### src/rtl/multi_cycle_control_unit_pkg.sv
// Shared opcode constants, controller state encoding and datapath select enums
// for the multi-cycle RV32I control unit.
package multi_cycle_control_unit_pkg;

  localparam logic [6:0] OP_ARITH     = 7'b0110011;
  localparam logic [6:0] OP_ARITH_IMM = 7'b0010011;
  localparam logic [6:0] OP_LOAD      = 7'b0000011;
  localparam logic [6:0] OP_STORE     = 7'b0100011;
  localparam logic [6:0] OP_BRANCH    = 7'b1100011;
  localparam logic [6:0] OP_JAL       = 7'b1101111;
  localparam logic [6:0] OP_JALR      = 7'b1100111;
  localparam logic [6:0] OP_ECALL     = 7'b1110011;

  typedef enum logic [2:0] {
    S_IF     = 3'd0,
    S_ID     = 3'd1,
    S_EX     = 3'd2,
    S_MEM    = 3'd3,
    S_WB     = 3'd4,
    S_PC_INC = 3'd5,
    S_HALT   = 3'd6
  } state_e;

  typedef enum logic [1:0] {
    ALU_ADD    = 2'd0,
    ALU_FUNCT  = 2'd1,
    ALU_BRANCH = 2'd2
  } alu_op_e;

  typedef enum logic [1:0] {
    SRCB_REG  = 2'd0,
    SRCB_FOUR = 2'd1,
    SRCB_IMM  = 2'd2
  } alu_src_b_e;

  typedef enum logic [1:0] {
    WB_ALUOUT = 2'd0,
    WB_MDR    = 2'd1,
    WB_ALU    = 2'd2
  } wb_sel_e;

  // Opcodes that take the EX path; anything else decodes as a NOP.
  function automatic logic is_exec_op(input logic [6:0] op);
    return (op == OP_ARITH) || (op == OP_ARITH_IMM) || (op == OP_LOAD) ||
           (op == OP_STORE) || (op == OP_BRANCH) || (op == OP_JAL) ||
           (op == OP_JALR);
  endfunction

endpackage

### src/rtl/multi_cycle_control_unit_mc_next_state.sv
// Pure combinational next-state function of the multi-cycle controller.
module mc_next_state
  import multi_cycle_control_unit_pkg::*;
(
  input  state_e     state,
  input  logic [6:0] opcode,
  input  logic       alu_bcond,
  input  logic       mem_ready,
  input  logic       halt_req,
  output state_e     next_state
);

  always_comb begin
    next_state = state;
    case (state)
      S_IF: begin
        if (mem_ready) next_state = S_ID;
      end
      S_ID: begin
        if (opcode == OP_ECALL)   next_state = halt_req ? S_HALT : S_PC_INC;
        else if (is_exec_op(opcode)) next_state = S_EX;
        else                      next_state = S_PC_INC;
      end
      S_EX: begin
        case (opcode)
          OP_LOAD, OP_STORE: next_state = S_MEM;
          OP_BRANCH:         next_state = alu_bcond ? S_IF : S_PC_INC;
          default:           next_state = S_WB;
        endcase
      end
      S_MEM: begin
        if (mem_ready) next_state = (opcode == OP_LOAD) ? S_WB : S_PC_INC;
      end
      S_WB:     next_state = S_IF;
      S_PC_INC: next_state = S_IF;
      S_HALT:   next_state = S_HALT;
      default:  next_state = S_IF;
    endcase
  end

endmodule

### src/rtl/multi_cycle_control_unit.sv
// Multi-cycle RV32I controller: state register, per-state datapath control
// decode and retired-instruction counter.
module multi_cycle_control_unit
  import multi_cycle_control_unit_pkg::*;
#(
  parameter int CNT_WIDTH = 32
) (
  input  logic                 clk,
  input  logic                 reset_n,
  input  logic [6:0]           opcode,
  input  logic                 alu_bcond,
  input  logic                 mem_ready,
  input  logic                 halt_req,
  output logic                 pc_write,
  output logic                 pc_source,
  output logic                 i_or_d,
  output logic                 mem_read,
  output logic                 mem_write,
  output logic                 ir_write,
  output logic                 reg_write,
  output logic [1:0]           wb_sel,
  output logic                 alu_src_a,
  output logic [1:0]           alu_src_b,
  output logic [1:0]           alu_op,
  output logic                 is_ecall,
  output logic                 halted,
  output logic [CNT_WIDTH-1:0] retired_count
);

  state_e               state_q, state_d;
  logic [CNT_WIDTH-1:0] retired_count_q, retired_count_d;
  logic                 retire;

  mc_next_state u_next_state (
    .state      (state_q),
    .opcode     (opcode),
    .alu_bcond  (alu_bcond),
    .mem_ready  (mem_ready),
    .halt_req   (halt_req),
    .next_state (state_d)
  );

  // Only EX-to-IF for a taken branch, WB and PC_INC complete an instruction.
  always_comb begin
    retire = (state_d == S_IF) &&
             ((state_q == S_WB) || (state_q == S_PC_INC) || (state_q == S_EX));
    retired_count_d = retired_count_q + {{(CNT_WIDTH-1){1'b0}}, retire};
  end

  always_ff @(posedge clk) begin
    if (!reset_n) begin
      state_q         <= S_IF;
      retired_count_q <= '0;
    end else begin
      state_q         <= state_d;
      retired_count_q <= retired_count_d;
    end
  end

  assign retired_count = retired_count_q;

  always_comb begin
    pc_write  = 1'b0;
    pc_source = 1'b0;
    i_or_d    = 1'b0;
    mem_read  = 1'b0;
    mem_write = 1'b0;
    ir_write  = 1'b0;
    reg_write = 1'b0;
    wb_sel    = WB_ALUOUT;
    alu_src_a = 1'b0;
    alu_src_b = SRCB_REG;
    alu_op    = ALU_ADD;
    is_ecall  = 1'b0;
    halted    = 1'b0;
    case (state_q)
      S_IF: begin
        mem_read = 1'b1;
        ir_write = mem_ready;
      end
      S_ID: begin
        alu_src_b = SRCB_IMM;
        is_ecall  = (opcode == OP_ECALL);
      end
      S_EX: begin
        case (opcode)
          OP_ARITH: begin
            alu_src_a = 1'b1;
            alu_op    = ALU_FUNCT;
          end
          OP_ARITH_IMM: begin
            alu_src_a = 1'b1;
            alu_src_b = SRCB_IMM;
            alu_op    = ALU_FUNCT;
          end
          OP_LOAD, OP_STORE, OP_JALR: begin
            alu_src_a = 1'b1;
            alu_src_b = SRCB_IMM;
          end
          OP_BRANCH: begin
            alu_src_a = 1'b1;
            alu_op    = ALU_BRANCH;
            pc_write  = alu_bcond;
            pc_source = alu_bcond;
          end
          default: ;
        endcase
      end
      S_MEM: begin
        i_or_d    = 1'b1;
        mem_read  = (opcode == OP_LOAD);
        mem_write = (opcode == OP_STORE);
      end
      S_WB: begin
        // ALU computes PC+4 here; jumps take the target held in ALUOut.
        reg_write = 1'b1;
        alu_src_b = SRCB_FOUR;
        pc_write  = 1'b1;
        case (opcode)
          OP_LOAD: wb_sel = WB_MDR;
          OP_JAL, OP_JALR: begin
            wb_sel    = WB_ALU;
            pc_source = 1'b1;
          end
          default: wb_sel = WB_ALUOUT;
        endcase
      end
      S_PC_INC: begin
        alu_src_b = SRCB_FOUR;
        pc_write  = 1'b1;
      end
      S_HALT: halted = 1'b1;
      default: ;
    endcase
  end

endmodule

### config.mk
export PLATFORM = sky130hd
export DESIGN_NAME = multi_cycle_control_unit
export DESIGN_NICKNAME = d
export VERILOG_FILES = /design/src/rtl/multi_cycle_control_unit_pkg.sv /design/src/rtl/multi_cycle_control_unit_mc_next_state.sv /design/src/rtl/multi_cycle_control_unit.sv
export SDC_FILE = /design/constraint.sdc
export NUM_CORES = 1
export LEC_CHECK = 0
export CAP_MARGIN = 20
export CORE_MARGIN = 5
export CORE_UTILIZATION = 65
export CTS_BUF_LIST = sky130_fd_sc_hd__clkbuf_4 sky130_fd_sc_hd__clkbuf_8
export DETAILED_ROUTE_END_ITERATION = 8
export DONT_BUFFER_PORTS = 1
export HOLD_SLACK_MARGIN = 0.12
export PLACE_DENSITY_LB_ADDON = 0.25
export SLEW_MARGIN = 40
export SYNTH_ARGS = -nofsm -noshare
export SYNTH_HDL_FRONTEND = slang
export SYNTH_HIERARCHICAL = 1
export SYNTH_SLANG_ARGS = --single-unit
### constraint.sdc
create_clock -name clk -period 4.61 [get_ports clk]
set_clock_uncertainty 0.2 [all_clocks]
set_input_delay 0 -clock clk [delete_from_list [all_inputs] [get_ports clk]]
set_output_delay 0 -clock clk [all_outputs]
set_load 0.005 [all_outputs]
* After elaboration in Yosys (flattened, before gate mapping)
Cells that the tools add are included. Widths: inputs -> output; s select.
Operators by class: add/sub/neg operators 1, equal/unequal tests 14, multiplexer cells 28, reduce and logical (&&, ||, !) cells 17
Operator list (count):
- $add 32x1->32 | 1
- $eq 7x7->1 const B | 4
- $mux 3 | 5
- $pmux 3 s5 | 1
- $eq 7x6->1 const B | 2
- $mux 1 | 11
- $eq 3x3->1 const B | 3
- $logic_or 1x1->1 | 8
- $mux 2 | 4
- $pmux 2 s2 | 2
- $reduce_or 2->1 | 4
- $eq 7x2->1 const B | 1
- $eq 7x5->1 const B | 1
- $eq 3x2->1 const B | 2
- $logic_not 3->1 | 2
- $pmux 1 s2 | 3
- $pmux 2 s3 | 1
- $pmux 3 s2 | 1
- $reduce_or 6->1 | 1
- $reduce_or 4->1 | 1
- $eq 3x1->1 const B | 1
- $logic_and 1x1->1 | 1
Word-level totals: register bits after elaboration 35, word-level logic and storage cells 62

* Logic depth before layout (Yosys ltp)
depth after elaboration 13, mapped depth 12, depth with buffers taken out 11

* Cells and area by module
The synthesis kept the hierarchy.
By module, submodules not included:
- multi_cycle_control_unit | times used 1, cells an instance 229, area an instance 1898.1 µm², sequential area each 700.7 µm²
- mc_next_state | times used 1, cells an instance 30, area an instance 203.9 µm², sequential area each 0.0 µm²

* Worst setup path before layout
No wires, ideal clock.
kind flip-flop to flip-flop, from register state_q[1], to register retired_count_q[17] (netlist: retired_count[17]), setup time 71 ps, arrival 2967 ps, data required time 4339 ps, slack 1372 ps, cell stages (with the launch flop) 10, cells stage by stage dfxtp_1 -> or3b_2 -> a2111oi_0 -> ha_1 -> nand3_1 -> or2_0 -> buf_2 -> buf_6 -> or4_1 -> a21oi_1
On the way: cells in the longest elaborated chain, start to end 5
RTL lines:
- start, declared | RTL line multi_cycle_control_unit.sv:30 | state_e state_q, state_d;
- start signal, assigned | RTL line multi_cycle_control_unit.sv:55 | state_q <= state_d;
- $eq 3x3->1, or another cell as far along | RTL line multi_cycle_control_unit_mc_next_state.sv:15 | case (state)
- $pmux 3 s5 or $logic_or 1x1->1 (tied branches) | RTL line multi_cycle_control_unit_mc_next_state.sv:15, multi_cycle_control_unit.sv:46
- $logic_not 3->1 or $logic_or 1x1->1 (tied branches) | RTL line multi_cycle_control_unit.sv:45, multi_cycle_control_unit.sv:46
- $logic_and 1x1->1 (*) | RTL line multi_cycle_control_unit.sv:45 | retire = (state_d == S_IF) &&
- $add 32x1->32 (*) | RTL line multi_cycle_control_unit.sv:47 | retired_count_d = retired_count_q + {{(CNT_WIDTH-1){1'b0}}, retire};
- end signal, assigned | RTL line multi_cycle_control_unit.sv:56 | retired_count_q <= retired_count_d;
- end, declared | RTL line multi_cycle_control_unit.sv:31 | logic [CNT_WIDTH-1:0] retired_count_q, retired_count_d;
Every way passes the cells marked *; elsewhere a longest branch is shown, timed or not. A chain may end at the register's enable or synchronous reset.

* Worst setup path after layout
from register state_q[1], to register retired_count_q[29] (netlist: retired_count[29])
On the way: cells in the longest elaborated chain, start to end 5
RTL lines (RTL line):
- $eq 3x3->1, or another cell as far along | multi_cycle_control_unit_mc_next_state.sv:15
- $pmux 3 s5 (*) | multi_cycle_control_unit_mc_next_state.sv:15
- named net state_d[0] | multi_cycle_control_unit.sv:30
- $logic_not 3->1 (*) | multi_cycle_control_unit.sv:45
- $logic_and 1x1->1 (*) | multi_cycle_control_unit.sv:45
- $add 32x1->32 (*) | multi_cycle_control_unit.sv:47
Mark *: on every way through the listed nets, which the timed path passes. The rest lies on a longest branch.

==> metrics.txt <==
drt first pass iters 5; Filler Cells Inserted 249; layout cell share with drive strength beyond 1 5.80%; die area about 4500 sq um; count of different cell masters after synthesis 50; Final Cell Area 2360 sq um; I/O Buffers 0; core area 3080 sq um; CTS clk-pin slew, worst paths 110 ps; vias in the first global route 1864; maximum clock rate 233 MHz; largest cells by area after synthesis dfxtp_1 33%, or4_1 5.0%, nand3_1 4.8%; register area share after synthesis 33.3%; Yosys reg bits 35; Ys Warns 6; Fin. Hold Viols 0; Async S/R FF share, synth 0%; top cell type's share of synthesized area between 30 and 40%; Residual DRC 0; most common cell in the netlist dfxtp_1; Final Slew Violations 0; Post-synth top cells 35 x dfxtp_1, 23 x nor2_1, 20 x nand3_1, 18 x nand2_1; HP Start opcode[3]; Post-Syn Instances 259; Crit. path cell count 11; Critical Path RT between 4000 and 5000 ps; DR iter-0 viols 152; die height 66.9 um; hold endpoint alu_op[0]; CTS sink cnt 35; reg-to-reg endpoint retired_count[29]$_SDFF_PN0_; drt wl/cell 16.7 um; Skew-Pair Late Insertion Delay 340 ps; TritonCTS Buffers 5; Critical Path Max Stage Delay 600 ps; Post-Syn Nets 274; area leader, netlist dfxtp_1; worst setup path category reg -> reg; worst path bufs/invs 2; power per cell area 223 nW/um^2; antenna cells 0; MaxCap Viol Count 0; Worst Setup End Kind flop; Vias per Instance 6.44; min Tclk post-route 4290 ps; Initial Util about two thirds; final setup vio count 0; Max clock buf depth 2; Slew headroom 48.7%; initial antenna violation count 0; Die W between 60 and 70 um; crit-path max FO 16; status finished clean; GRT overflow 0; hold slack final 185 ps; Slowest cell on crit path or4_1; post-route ant nets 0; CTS H-tree lvls 2; Cell Area, Synth 2100 sq um; Mean Syn Cell Area 8.12 sq um; Primary FF master, synth dfxtp_1; setup TNS 0 ps; Leak 0.000810 uW; final wirelength 5.33 mm; Post-DP HPWL 3.37 mm; Total Routing Usage GR between 20% and 30%; Hold Path Class in -> out; row count 20; pin count of the biggest net entering global routing 30; R2R Path Start state_q[1]$_SDFF_PN0_; vias about 2000; dpl cell area 2090 sq um; RSZ-0062 raised after global routing false; FF-to-FF setup slack 320 ps; hold path cells 4; final worst-path cycle share 93.1%; Nets 290; maximum VDD drop roughly 0.00017 V; Ports 60; Arrival @ worst endpoint 4350 ps; first-pass GRT wire length roughly 8.9 mm; startpoint types flop; worst-path cell chain inv_1 -> a21o_1 -> a31oi_1 -> dlygate4sd3_1 -> a311oi_1 -> a2111oi_1 -> ha_1 -> nand3_1 -> or2_0 -> or4_1 -> a21oi_1; Layout Area Growth over Synthesis 12.1%; CTS tree yes; GPL Wtd Cong 0.877; critical path's top delay family simple AND/OR/NAND/NOR gates; Post-synth EDFFs 0; CTS root buf clkbuf_4; R2R depth 11; worst slew pin tran 770 ps
==> flip-flops by register name, indices dropped and copies added (netlist names) <==
signal	count
retired_count	32
state_q	3
==> cell usage in the layout (no fill, tap or decap), types with 2 or more instances in the layout <==
cell	count
nand3b_1	2
dlygate4sd3_1	20
nor3_1	9
dfxtp_1	35
and3_1	5
a21o_1	3
nor2_1	23
clkbuf_4	5
nor4_1	3
mux2i_1	3
a2111oi_1	2
o31ai_1	13
and2_1	8
xor2_1	7
a31oi_1	2
o21ai_0	7
nand2b_1	6
a311oi_1	2
or4_1	14
nand4_1	9
ha_1	3
clkinvlp_4	2
nand3_1	19
xnor2_1	7
a21oi_1	14
inv_1	8
and4_1	7
nand2_1	18
==> how the worst max path moves through the flow <==
stage                               start                           end  slack (ps)
floorplan           state_q[1]$_SDFF_PN0_  retired_count[17]$_SDFF_PN0_        1370
global placement    state_q[1]$_SDFF_PN0_  retired_count[21]$_SDFF_PN0_         970
detailed placement  state_q[1]$_SDFF_PN0_  retired_count[29]$_SDFF_PN0_         900
CTS                 state_q[1]$_SDFF_PN0_  retired_count[29]$_SDFF_PN0_         360
global route        state_q[1]$_SDFF_PN0_  retired_count[29]$_SDFF_PN0_          70
finish              state_q[1]$_SDFF_PN0_  retired_count[29]$_SDFF_PN0_         320
==> per-stage QoR <==
stage	setup WS (ps)	util, %	total power, uW	instances
final	319	76.5	526	320
after global routing	72.3	76.5	551	320
after CTS	360	76.3	527	320
after detailed placement	896	68.0	345	292
after global placement	970	68.0	344	292
after floorplan	1370	-	340	259
==> tightest hold or removal path, cell delays in order <==
cell,delay (ps)
nand4bb_1,150
nor2_1,90
nand2_1,80
inv_1,50
==> where the power goes <==
| group | internal, uW | switching (uW) |
|---|---|---|
| sequential | 304 | 5.34 |
| clock | 58.2 | 108 |
| combinational | 24.8 | 24.8 |
==> logic make-up after synthesis <==
group                    share of synthesized area, %
buffers and inverters                            4.88
AND/OR/NAND/NOR                                  37.7
XOR/XNOR                                         5.83
AO/OA/AOI/OAI                                    15.1
multiplexers                                     1.43
flip-flops                                       33.3
adder cells (fa/ha/maj)                          1.79
==> area by class of cell <==
class | count | area, sq um | share of cell area, %
Tap cell | 44 | 55.1 | 2.34
Timing Repair Buffer | 20 | 200 | 8.50
Clock inverter | 3 | 20.0 | 0.850
Multi-Input combinational cell | 203 | 1310 | 55.4
Sequential cell | 35 | 701 | 29.7
Clock buffer | 5 | 37.5 | 1.59
Inverter | 10 | 37.5 | 1.59
==> repair_timing <==
action | in CTS | in global routing
hold buffers | 20 | 0
resized for setup | 0 | 1
endpoints found under the hold margin | 47 | 0
buffers inserted | 0 | 0
setup endpoints to repair | 0 | 3
==> routing by layer <==
metal	share of wire, %	GRT usage (%)	wire (um)	up-vias
met5	0	0	0	-
met4	2.7	12.4	144	0
met3	8.4	9.27	448	18
met2	48	41.8	2540	86
met1	41	30.4	2210	955
li1	-	-	-	1002
Note: power is estimated with default switching activity, not from simulation.
